===== config.mk =====
export PLATFORM = sky130hd
export DESIGN_NAME = if_stage
export DESIGN_NICKNAME = d
export VERILOG_FILES = /design/src/rtl/if_stage.sv
export SDC_FILE = /design/constraint.sdc
export NUM_CORES = 1
export LEC_CHECK = 0
export CAP_MARGIN = 20
export CORE_UTILIZATION = 50
export CTS_BUF_LIST = sky130_fd_sc_hd__clkbuf_16
export CTS_CLUSTER_DIAMETER = 30
export DETAILED_ROUTE_END_ITERATION = 10
export PLACE_DENSITY = 0.86
export REMOVE_ABC_BUFFERS = 1
export SLEW_MARGIN = 30
export SYNTH_ARGS = -nofsm -noshare
export SYNTH_HDL_FRONTEND = slang
export SYNTH_SLANG_ARGS = --single-unit

===== constraint.sdc =====
create_clock -name clk -period 3.22 [get_ports clk]
set_input_delay 0.483 -clock clk [delete_from_list [all_inputs] [get_ports clk]]
set_output_delay 0.483 -clock clk [all_outputs]
set_load 0.02 [all_outputs]

===== src/rtl/if_stage.sv =====
// Instruction fetch stage: issues one fetch at a time, parks a returned word while
// decode is stalled, and applies branch redirects after the delay-slot word arrives.
module if_stage (
  input  logic        clk,
  input  logic        reset,
  input  logic        stall,
  input  logic        redirect,
  input  logic [31:0] redirect_pc,
  output logic        imem_req,
  output logic [31:0] imem_addr,
  input  logic        imem_rvalid,
  input  logic [31:0] imem_rdata,
  output logic        id_valid,
  output logic [31:0] id_instr,
  output logic [31:0] id_pc,
  output logic [31:0] id_pc8
);

  localparam int unsigned XLEN     = 32;
  localparam logic [XLEN-1:0] RESET_PC = XLEN'(32'h0000_3000);

  typedef enum logic [1:0] {
    ISSUE = 2'd0,
    WAIT  = 2'd1,
    HOLD  = 2'd2
  } state_t;

  state_t          state;
  state_t          state_nxt;
  logic [XLEN-1:0] pc;
  logic [XLEN-1:0] hold_buf;
  logic            redir_pend;
  logic [XLEN-1:0] redir_tgt;

  logic            fetch;
  logic            advance;
  logic            take_rdata;
  logic            park;
  logic            bubble;
  logic            redir_ok;
  logic [XLEN-1:0] pc_base;
  logic [XLEN-1:0] next_pc;

  // State register
  always_ff @(posedge clk or negedge reset) begin
    if (!reset) state <= ISSUE;
    else        state <= state_nxt;
  end

  // Next-state logic
  always_comb begin
    state_nxt = state;
    case (state)
      ISSUE:   state_nxt = WAIT;
      WAIT:    if (imem_rvalid) state_nxt = stall ? HOLD : ISSUE;
      HOLD:    if (!stall) state_nxt = ISSUE;
      default: state_nxt = ISSUE;
    endcase
  end

  // Per-state control decode
  always_comb begin
    fetch      = 1'b0;
    advance    = 1'b0;
    take_rdata = 1'b0;
    park       = 1'b0;
    bubble     = 1'b0;
    case (state)
      ISSUE: fetch = 1'b1;
      WAIT: begin
        if (imem_rvalid && !stall) begin
          advance    = 1'b1;
          take_rdata = 1'b1;
        end else if (imem_rvalid) begin
          park = 1'b1;
        end else if (!stall) begin
          bubble = 1'b1;
        end
      end
      HOLD:    advance = !stall;
      default: fetch = 1'b0;
    endcase
  end

  assign imem_req  = fetch & reset;
  assign imem_addr = pc;
  assign id_pc8    = id_pc + XLEN'(8);

  // A live redirect wins over a parked one; targets are always word aligned
  assign redir_ok = redirect & ~stall & id_valid;
  assign pc_base  = redir_ok   ? redirect_pc :
                    redir_pend ? redir_tgt   : pc + XLEN'(4);
  assign next_pc  = pc_base & ~XLEN'(3);

  // PC and parked-redirect bookkeeping
  always_ff @(posedge clk or negedge reset) begin
    if (!reset) begin
      pc         <= RESET_PC;
      redir_pend <= 1'b0;
      redir_tgt  <= '0;
    end else if (advance) begin
      pc         <= next_pc;
      redir_pend <= 1'b0;
    end else if (redir_ok) begin
      redir_pend <= 1'b1;
      redir_tgt  <= redirect_pc;
    end
  end

  // IF/ID register and stall buffer
  always_ff @(posedge clk or negedge reset) begin
    if (!reset) begin
      hold_buf <= '0;
      id_valid <= 1'b0;
      id_instr <= '0;
      id_pc    <= '0;
    end else begin
      if (park) hold_buf <= imem_rdata;
      if (advance) begin
        id_valid <= 1'b1;
        id_instr <= take_rdata ? imem_rdata : hold_buf;
        id_pc    <= pc;
      end else if (bubble) begin
        id_valid <= 1'b0;
      end
    end
  end

endmodule


# == After elaboration in Yosys (flattened, before gate mapping) ==
# Cells that the tools add are included.
# op_classes
add_sub_neg,2
eq_ne,4
mux,22
bitwise,5
reduce_logical,7
# ops
op,n
2-to-1 mux 32 bit,3
adder 32 x 3 -> 32 bit (second input constant),1
adder 32 x 4 -> 32 bit (second input constant),1
2-to-1 mux 1 bit,14
2-to-1 mux 2 bit,3
one-hot mux 2 bit (3 select lines),1
inequality test 2 bit (second input constant),2
AND reduction 2 bit,2
nonzero test 2 bit,2
bitwise AND 1 bit,3
equality test 2 x 1 -> 1 bit (second input constant),1
equality test 2 bit (second input constant),1
logical NOT 2 bit,1
inverter 1 bit,2
one-hot mux 1 bit (2 select lines),1
logical AND 1 bit,1
logical NOT 1 bit,1
# word_totals
ff_bits,160

# == Logic depth before layout (Yosys ltp) ==
# logic_depth
ltp_word,6
mapped_depth,9

# == Worst setup path before layout ==
# OpenSTA, ideal clock, no wires.
# synth_timing
path_kind,register to output
startpoint,reg id_pc[5]
endpoint,out id_pc8[28]
t_arrival_ns,2.036
required_ns,2.737
path_slack_ns,0.701
stages_incl_launch_ff,8
n_path_buf,2
cell_sequence,dfrtp_1 > and4_1 > and4_1 > clkbuf_1 > and3_1 > clkbuf_1 > nand4_1 > xnor2_1
# synth_via
elab_chain_cells,1
# synth_rtl
item,line,source
"start, declared",15,"output logic [31:0] id_pc,"
"start signal, assigned",122,id_pc <= pc;
adder 32 x 4 -> 32 bit,87,assign id_pc8 = id_pc + XLEN'(8);
"end, declared",16,output logic [31:0] id_pc8
# No other way between the ends.

# == Final worst setup path ==
# Same ends and word-level chain as after synthesis.

==> metrics.txt <==
Setup crit end kind output port; Ant. Diodes 0; drt initial violations 460; final worst path period share 95.1%; Crit path max-delay family simple AND/OR/NAND/NOR gates; mapped cell area around 8000 um^2; Fillers about 1200; Fin Clk Skew 0.00851 ns; grt total ovfl 0; setup bufs post-CTS 0; Clock Path Buffers 2; Vias/cell between 5 and 6; Period minus WS final ~3 ns; sequential area share after synthesis ~51%; largest net degree at the start of global routing ~160; Switching Share between 30% and 40%; first-pass GRT wire length between 30 and 40 mm; P_int between 6000 and 7000 uW; mean cell area of the mapped netlist about 9.8 um^2; Flop pwr share 36.6%; initial antenna violation count 0; I/O Buffers 190; Post-Route WL between 15 and 20 mm; asr flop ratio synth 100%; hold-fix buffers at CTS 0; combinational cell fraction of total power between 40% and 50%; top-level port count 199; Post-DP HPWL approximately 13 mm; critical path arrival ~2.6 ns; number of synthesized flops with an enable pin 0; Slew Viols, Final 0; f_max between 300 and 400 MHz; Yosys cell types 56; root buffer cell clkbuf_16; post-route cell area between 10000 and 15000 um^2; RSZ-0062 raised after global routing no; CTS Buf Count 17; routed len/inst between 15 and 20 um; Buf/Inv on CP 1; pwr dens between 900 and 1000 nW/um^2; Worst setup SP type register; Setup CP Type reg -> out; CTS tree yes; initial core utilization between 50% and 60%; Worst-Skew Late Latency approximately 0.43 ns; Clock Sinks around 160; vias in the first global route 6500; Final setup viols 0; VDD IR-drop max roughly 0.54 mV; die height about 130 um; #FFs+latches synth between 150 and 200; Gate Count Post-Synth about 800; post-cts resize count 1; Ys Warns 0; status finished clean; Leak approximately 0.0044 uW; worst-path maximum fanout 7; Global Route Usage Sum approximately a quarter; Chip Width roughly 130 um; Crit path required time roughly 2.7 ns; placed insts between 1000 and 1500; Clk pwr share roughly 18%; Hold Fails Final Rpt 0; commonest non-fill, non-tap cell in the layout clkdlybuf4s50_1; worst relative slew slack 34.5%; Finished Core Util between 60% and 70%; Max Cap Violations 0; Worst path max stage delay roughly 0.6 ns; Final GP Congestion just over 0.8; number of placement rows 45; Routed Antenna Nets 0; total vias in the final route roughly 6700; clock-pin slew on the worst setup and hold paths about 0.06 ns; worst-path cell chain and4_1 > and4_2 > and3_2 > nand4_1 > xnor2_1 > clkdlybuf4s50_1; Worst Hold Slack ~0.11 ns; Top FF cell, synth dfrtp_1; Area Overhead vs Synth 33.5%; switching power around 4100 uW; Placed Area around 9800 um^2; Core Box Area 15200 um^2; NumNets Final 1035; Residual DRC 0; worst hold path class in -> async; die area ~16000 um^2; slowest CP cell clkdlybuf4s50_1; Worst-Margin Slew between 0.9 and 1 ns; Max H-tree Level 4; commonest cells after routing, fill and taps aside 185 x clkdlybuf4s50_1, 154 x dfrtp_1, 150 x nand2_1; drt first pass iters 5; non-filler cells, final 1162; fraction of layout cells with a size suffix above 1 a little over an eighth
## cell type report
| cell class | count | area (um^2) | area share [%] |
|---|---|---|---|
| timing repair buffer | 205 | 2050 | 19.7 |
| tap | 188 | 235 | 2.26 |
| sequential | 158 | 3960 | 38.1 |
| multi-input combinational | 568 | 3560 | 34.3 |
| clock buffer | 17 | 425 | 4.09 |
| inverter | 11 | 41.3 | 0.397 |
| clock inverter | 15 | 123 | 1.18 |
## cell usage after synthesis (5+ instances only)
library cell	instances	share of area (%)
xnor2_1	26	2.9
or3_1	6	0.48
nor3_1	14	0.90
nand2_1	150	7.2
o22ai_1	39	3.1
nor4_1	5	0.40
inv_1	10	0.48
ha_1	5	0.80
nand3_1	24	1.5
dfrtp_1	156	50
nor2_1	34	1.6
and3_1	14	1.1
clkbuf_1	41	2.0
a21oi_1	17	1.1
buf_2	7	0.45
xor2_1	13	1.5
a221oi_1	7	0.79
o21ai_0	69	4.4
buf_4	9	0.87
and4_1	7	0.79
mux2_2	66	9.5
nand4_1	14	1.1
## power groups by stage
stage               sequential, uW  clock [uW]  combinational [uW]
floorplan                     4280           0                2060
global route                  3950        1990                5080
detailed placement            3800           0                4710
global placement              3750           0                4590
finish                        3800        1870                4710
CTS                           3780        1900                4740
## flip-flops by register name, indices dropped and copies added, names as in the netlist
signal,cells
hold_buf,32
redir_tgt,30
state,2
id_pc,30
redir_pend,1
id_valid,1
imem_addr,30
id_instr,32
## cells by family (layout without fill, tap and decap cells)
family / Yosys count / count (layout) / synth area share (%)
flip-flops: 158 / 158 / 50.8
other: 1 / 6 / 0.0481
multiplexers: 67 / 67 / 9.67
buffers and inverters: 72 / 248 / 4.02
XOR/XNOR: 39 / 39 / 4.38
AO/OA/AOI/OAI: 166 / 166 / 13.2
adder cells (fa/ha/maj): 5 / 5 / 0.803
AND/OR/NAND/NOR: 285 / 285 / 17.1
## final timing paths
| kind | startpoint | endpoint | slack, ns | depth (start not counted) |
|---|---|---|---|---|
| worst min register to register | id_instr[21]$_DFFE_PN0P_ | id_instr[21]$_DFFE_PN0P_ | 0.48 | 2 |
| worst max-delay path | id_pc[5]$_DFFE_PN0P_ | id_pc8[28] | 0.16 | 6 |
| max in group asynchronous | reset | hold_buf[13]$_DFFE_PN0P_ | 2.29 | 2 |
| min in group clk | id_instr[21]$_DFFE_PN0P_ | id_instr[21]$_DFFE_PN0P_ | 0.48 | 2 |
| worst min-delay path | reset | id_pc[2]$_DFFE_PN0P_ | 0.11 | 2 |
| worst max register to register | state[1]$_DFFE_PN0P_ | id_instr[30]$_DFFE_PN0P_ | 0.85 | 6 |
## stage by stage
step	TNS, ns	power, uW	worst slack (ns)
after global placement	0	8340	0.462
after CTS	0	10400	0.00647
after global routing	0	11000	0.0235
after detailed placement	0	8520	0.389
after floorplan	-34.86	6350	-1.07
final	0	10400	0.159
## per-layer routing
layer / share of wire, % / global-route usage, % / vias to the layer above
met5: 0 / 0 / -
met4: 2.2 / 10.0 / 0
met3: 8.1 / 6.96 / 41
met2: 49 / 42.6 / 297
met1: 41 / 31.8 / 3227
li1: - / - / 3156
(Power assumes the default switching activity.)
